### src/rtl/iter_divider_pkg.sv
// Shared definitions for the iterative unsigned divider.
// Latency: n/a (types and constants only).
// Backpressure: n/a.
package iter_divider_pkg;

  // Default operand width and the iteration counter width (2^DIV_CNT_W > DIV_WIDTH).
  localparam int DIV_WIDTH = 16;
  localparam int DIV_CNT_W = 5;

  // Controller states; the spare encoding 2'b11 falls back to idle.
  typedef enum logic [1:0] {
    ST_IDLE = 2'b00,
    ST_RUN  = 2'b01,
    ST_DONE = 2'b10
  } state_t;

  // Quotient reported for a zero divisor.
  localparam logic [DIV_WIDTH-1:0] DIV0_QUOT = '1;

endpackage

### src/rtl/iter_divider_div_step.sv
// One restoring shift-subtract iteration: produces one quotient bit.
// Latency: combinational.
// Backpressure: none; the caller decides when to register the result.
module iter_divider_div_step
  import iter_divider_pkg::*;
#(
  parameter int WIDTH = DIV_WIDTH
) (
  input  logic [WIDTH-1:0] i_acc,
  input  logic [WIDTH-1:0] i_q,
  input  logic [WIDTH-1:0] i_dsr,
  output logic [WIDTH-1:0] o_acc,
  output logic [WIDTH-1:0] o_q
);

  logic [WIDTH:0] w_p;
  logic [WIDTH:0] w_dsr_inv;
  logic [WIDTH:0] w_trial;
  logic           w_borrow;

  // Shift {acc,q} left once; the partial remainder keeps the carried-out bit.
  assign w_p       = {i_acc, i_q[WIDTH-1]};
  // Subtract as an add of the inverted, zero-extended divisor with carry-in 1,
  // kept WIDTH+1 bits wide so the MSB is a true borrow flag.
  assign w_dsr_inv = ~{1'b0, i_dsr};
  assign w_trial   = w_p + w_dsr_inv + {{WIDTH{1'b0}}, 1'b1};
  assign w_borrow  = w_trial[WIDTH];

  // Restore mux: keep the shifted remainder when the subtract borrowed.
  always_comb begin
    o_acc = w_borrow ? w_p[WIDTH-1:0] : w_trial[WIDTH-1:0];
    o_q   = {i_q[WIDTH-2:0], ~w_borrow};
  end

endmodule

### src/rtl/iter_divider.sv
// Multi-cycle unsigned divider, restoring algorithm, one quotient bit per cycle.
// Latency: done 17 cycles after an accepted start (WIDTH=16); 1 cycle for a zero divisor.
// Backpressure: start is only accepted in IDLE/DONE; busy stays high for the whole RUN phase.
module iter_divider
  import iter_divider_pkg::*;
#(
  parameter int WIDTH = DIV_WIDTH,
  parameter int CNT_W = DIV_CNT_W
) (
  input  logic             clk,
  input  logic             rst,
  input  logic             i_start,
  input  logic [WIDTH-1:0] i_dividend,
  input  logic [WIDTH-1:0] i_divisor,
  output logic             o_busy,
  output logic             o_done,
  output logic [WIDTH-1:0] o_quotient,
  output logic [WIDTH-1:0] o_remainder,
  output logic             o_div_by_zero
);

  localparam logic [CNT_W-1:0] CNT_LAST = CNT_W'(WIDTH - 1);

  state_t           r_state;
  logic [CNT_W-1:0] r_cnt;
  logic [WIDTH-1:0] r_acc;
  logic [WIDTH-1:0] r_q;
  logic [WIDTH-1:0] r_dsr;
  logic             r_busy;
  logic             r_done;
  logic [WIDTH-1:0] r_quot;
  logic [WIDTH-1:0] r_rem;
  logic             r_dz;

  logic [WIDTH-1:0] w_acc_nxt;
  logic [WIDTH-1:0] w_q_nxt;

  iter_divider_div_step #(
    .WIDTH (WIDTH)
  ) u_step (
    .i_acc (r_acc),
    .i_q   (r_q),
    .i_dsr (r_dsr),
    .o_acc (w_acc_nxt),
    .o_q   (w_q_nxt)
  );

  // Controller: state, iteration counter, working registers and held results.
  // Working registers (acc/q/dsr) are separate from the visible results so a
  // running division never disturbs the last reported answer.
  always_ff @(posedge clk) begin
    if (rst) begin
      r_state <= ST_IDLE;
      r_cnt   <= '0;
      r_acc   <= '0;
      r_q     <= '0;
      r_dsr   <= '0;
      r_busy  <= 1'b0;
      r_done  <= 1'b0;
      r_quot  <= '0;
      r_rem   <= '0;
      r_dz    <= 1'b0;
    end else begin
      r_done <= 1'b0;
      case (r_state)
        ST_IDLE, ST_DONE: begin
          r_state <= ST_IDLE;
          r_busy  <= 1'b0;
          if (i_start) begin
            if (i_divisor != '0) begin
              r_acc   <= '0;
              r_q     <= i_dividend;
              r_dsr   <= i_divisor;
              r_cnt   <= '0;
              r_dz    <= 1'b0;
              r_busy  <= 1'b1;
              r_state <= ST_RUN;
            end else begin
              // Zero divisor: answer immediately, no iterations.
              r_quot  <= WIDTH'(DIV0_QUOT);
              r_rem   <= i_dividend;
              r_dz    <= 1'b1;
              r_done  <= 1'b1;
              r_state <= ST_DONE;
            end
          end
        end
        ST_RUN: begin
          r_acc <= w_acc_nxt;
          r_q   <= w_q_nxt;
          r_cnt <= r_cnt + 1'b1;
          if (r_cnt == CNT_LAST) begin
            // Final iteration: publish the step outputs directly as results.
            r_quot  <= w_q_nxt;
            r_rem   <= w_acc_nxt;
            r_busy  <= 1'b0;
            r_done  <= 1'b1;
            r_state <= ST_DONE;
          end
        end
        default: begin
          r_busy  <= 1'b0;
          r_state <= ST_IDLE;
        end
      endcase
    end
  end

  assign o_busy        = r_busy;
  assign o_done        = r_done;
  assign o_quotient    = r_quot;
  assign o_remainder   = r_rem;
  assign o_div_by_zero = r_dz;

endmodule

### config.mk
export PLATFORM = sky130hd
export DESIGN_NAME = iter_divider
export DESIGN_NICKNAME = d
export VERILOG_FILES = /design/src/rtl/iter_divider_pkg.sv /design/src/rtl/iter_divider_div_step.sv /design/src/rtl/iter_divider.sv
export SDC_FILE = /design/constraint.sdc
export NUM_CORES = 1
export LEC_CHECK = 0
export CORE_MARGIN = 3
export CORE_UTILIZATION = 54
export DETAILED_ROUTE_END_ITERATION = 6
export HOLD_SLACK_MARGIN = 0.12
export PLACE_DENSITY_LB_ADDON = 0.15
export SLEW_MARGIN = 20
export SYNTH_ARGS = -nofsm -noshare
export SYNTH_HDL_FRONTEND = slang
export SYNTH_SLANG_ARGS = --single-unit
### constraint.sdc
create_clock -name clk -period 3.06 [get_ports clk]
set_input_delay 0.612 -clock clk [delete_from_list [all_inputs] [get_ports clk]]
set_output_delay 0.612 -clock clk [all_outputs]
set_load 0.02 [all_outputs]
==> flow_summary.json <==
{
  "fin_crit_sh_pct": 93.4,
  "worst_pin_slew_ns": 0.791,
  "place.gp.congestion": 0.843,
  "fill_cells": 674,
  "required_ns": 3.35,
  "cts_tree": "yes",
  "critPathCaptureType": "flop",
  "finClkSkew_ns": 0.00992,
  "drt_iter0_markers": 299,
  "die_y_microns": 96.6,
  "hp-class": "flop to flop",
  "max_freq_mhz": 350,
  "grt_pass1_vias": 3941,
  "clkTransAtPathRegs_ns": 0.10,
  "crit_chain": "inv_1 > ha_1 > inv_1 > fa_1 > a211oi_2 > o211ai_1 > and3_1 > or3_4 > a21oi_4 > buf_4 > nand2_2 > a311oi_2",
  "cts_buffers": 9,
  "maxSlewViolCount": 0,
  "dieArea_sq_um": 9330,
  "io_buffers": 69,
  "leakagePower_nw": 2.06,
  "cellPowerDensity_nw_per_um2": 566,
  "die_width_microns": 96.6,
  "drt_first_pass_iters": 5,
  "viasPerCell": 5.98,
  "fin_area_sq_um": 5450,
  "synth_edf_count": 0,
  "ys_warn_count": 0,
  "timing.final.ws_setup_ns": 0.202,
  "period_needed_ns": 2.86,
  "syn-cell-area_sq_um": 4430,
  "cap_violations": 0,
  "path_max_fanout": 6,
  "async_reset_ff_share_pct": 0,
  "critPathKind": "flop to flop",
  "status": "complete, no violations",
  "final_util_pct": 69.5,
  "relSlewSlack_pct": 46.8,
  "ys_seq_area_share_pct": 40.2,
  "antenna_found_initial": 0,
  "start_kind": "flop",
  "synth_cells": 543,
  "wl_microns": 11700,
  "grtUsageTotal_pct": 26.0,
  "crit_top_cell": "inv_1",
  "antenna_left": 0,
  "ys_ff_latch": 89,
  "cts.path.max_buffers": 2,
  "vdd_drop_max_mv": 0.348,
  "root_buffer": "clkbuf_8",
  "drive_gt1_share_pct": 10.5,
  "pre_cts_slack_ns": 0.0928,
  "cp.arrival_ns": 3.14,
  "numClockSinks": 89,
  "dp_hpwl_microns": 8330,
  "slowest_stage": "fa_1",
  "setup_viol": 0,
  "coreArea_sq_um": 7850,
  "rsz0062_at_grt": "false",
  "top_usage_layer": "met2",
  "cts_max_level": 3,
  "initial_core_util_pct": 56.5,
  "slowest_delay_ns": 0.44,
  "gr-usage-met1_pct": 35.0,
  "seq_area_sq_um": 1780,
  "grt_pass1_wl_microns": 18800,
  "wl_per_cell_microns": 16.5,
  "rows": 32,
  "finalNetCount": 660,
  "clk_latency_ns": 0.36,
  "syn_to_final_growth_pct": 23.0,
  "yosysUniqueCellTypes": 57,
  "pin_count": 70,
  "synth_nets": 597,
  "vias": 4266,
  "multi_input_area_sq_um": 2460,
  "synth.avg_cell_area_sq_um": 8.16,
  "ys.flop_type": "dfxtp_1",
  "overflow": 0,
  "drc": 0,
  "grt_max_degree": 60,
  "use_met2_pct": 42.4,
  "placed_area_sq_um": 5200,
  "grt_use_met3_pct": 3.33,
  "antenna_cells": 0,
  "fin_setup_tns_ns": 0,
  "finalHoldViolCount": 0
}
routing by layer:
metal	vias to the layer above	share of wire, %
li1	2091	-
met1	2006	45
met2	141	48
met4	0	2.3
met5	-	0
met3	28	4.5
power by group:
group	switching [mW]	leakage, nW	internal, mW
sequential	0.0630	0.725	1.22
clock	0.464	0.0940	0.312
combinational	0.597	1.24	0.425
cells by family (layout without fill, tap and decap cells):
| logic type | count (synthesis) | in the layout | synth area share, % |
|---|---|---|---|
| AO/OA/AOI/OAI | 174 | 175 | 28.0 |
| XOR/XNOR | 10 | 10 | 1.98 |
| adder cells (fa/ha/maj) | 19 | 19 | 5.53 |
| buffers and inverters | 58 | 125 | 5.36 |
| flip-flops | 89 | 89 | 40.2 |
| multiplexers | 2 | 2 | 0.452 |
| AND/OR/NAND/NOR | 191 | 191 | 18.5 |
cells in the mapped netlist, types with 8 or more instances:
master    number  area share (%)
a21oi_1       41             4.6
nand2_1      102             8.6
o21ai_0       28             3.2
clkbuf_1      30             2.5
a311oi_1      19             3.8
ha_1          18             5.1
nor2_1        49             4.2
dfxtp_1       89              40
a31oi_1       16             2.3
inv_1         22             1.9
o221a_2       15             3.8
xnor2_1        8             1.6
a22oi_1       11             1.9
layout by cell type, fill, tap and decap left out, drive strengths merged, types with 4 or more instances in the layout:
cell type / count
clkdlybuf4s50: 68
inv: 26
nor4: 5
and3: 5
nand2b: 4
and2: 4
a311oi: 20
a21o: 4
buf: 18
o21a: 5
a21oi: 44
clkbuf: 9
nor2: 49
a22oi: 11
dfxtp: 89
nand3: 7
o221a: 15
nand2: 104
a41oi: 5
ha: 18
o21ai: 30
a31oi: 16
xnor2: 8
a211oi: 7
flip-flops by register name (all words and copies together) (netlist names):
signal	flops
o_quotient	16
r_acc	16
o_remainder	16
r_q	16
r_dsr	16
o_done	1
r_cnt	5
r_state	2
o_div_by_zero	1
worst max-delay path: cells and delay by family (launching register included):
family                     cells  cell delay, ns
adders and majority gates      2            0.60
buffers and inverters          3            0.30
AOI/OAI and AO/OA              4            0.87
DFF                            1            0.35
and+or+nand+nor                3            0.66
path summary, 6_finish.rpt:
kind	start	end	slack [ns]	depth (start not counted)
setup reg to reg	r_q[15]	r_acc[13]	0.20	12
setup / recovery	r_q[15]	r_acc[13]	0.20	12
hold reg to reg	r_dsr[11]	r_dsr[11]	0.46	2
hold / removal	r_dsr[11]	r_dsr[11]	0.46	2
area by class of cell:
type | count | area share (%)
multi-input cells | 397 | 45.1
flip-flops and latches | 89 | 32.7
repair buffers | 86 | 14.9
well taps | 102 | 2.34
clock buffers | 9 | 2.27
inverters | 23 | 1.58
clock inverters | 7 | 1.12
stage by stage:
stage	hold WS, ns	std cells	power (mW)
global route	0.484	713	3.25
CTS	0.460	708	3.04
detailed placement	0.447	692	2.27
finish	0.460	713	3.08
floorplan	0.436	543	2.03
global placement	0.444	692	2.24
what timing repair did:
item | 4_1_cts | 5_1_grt
gates resized for setup | 0 | 7
setup buffers | 0 | 4
hold buffers | 0 | 0
setup endpoints to repair | 0 | 24
(Power assumes the default switching activity.)
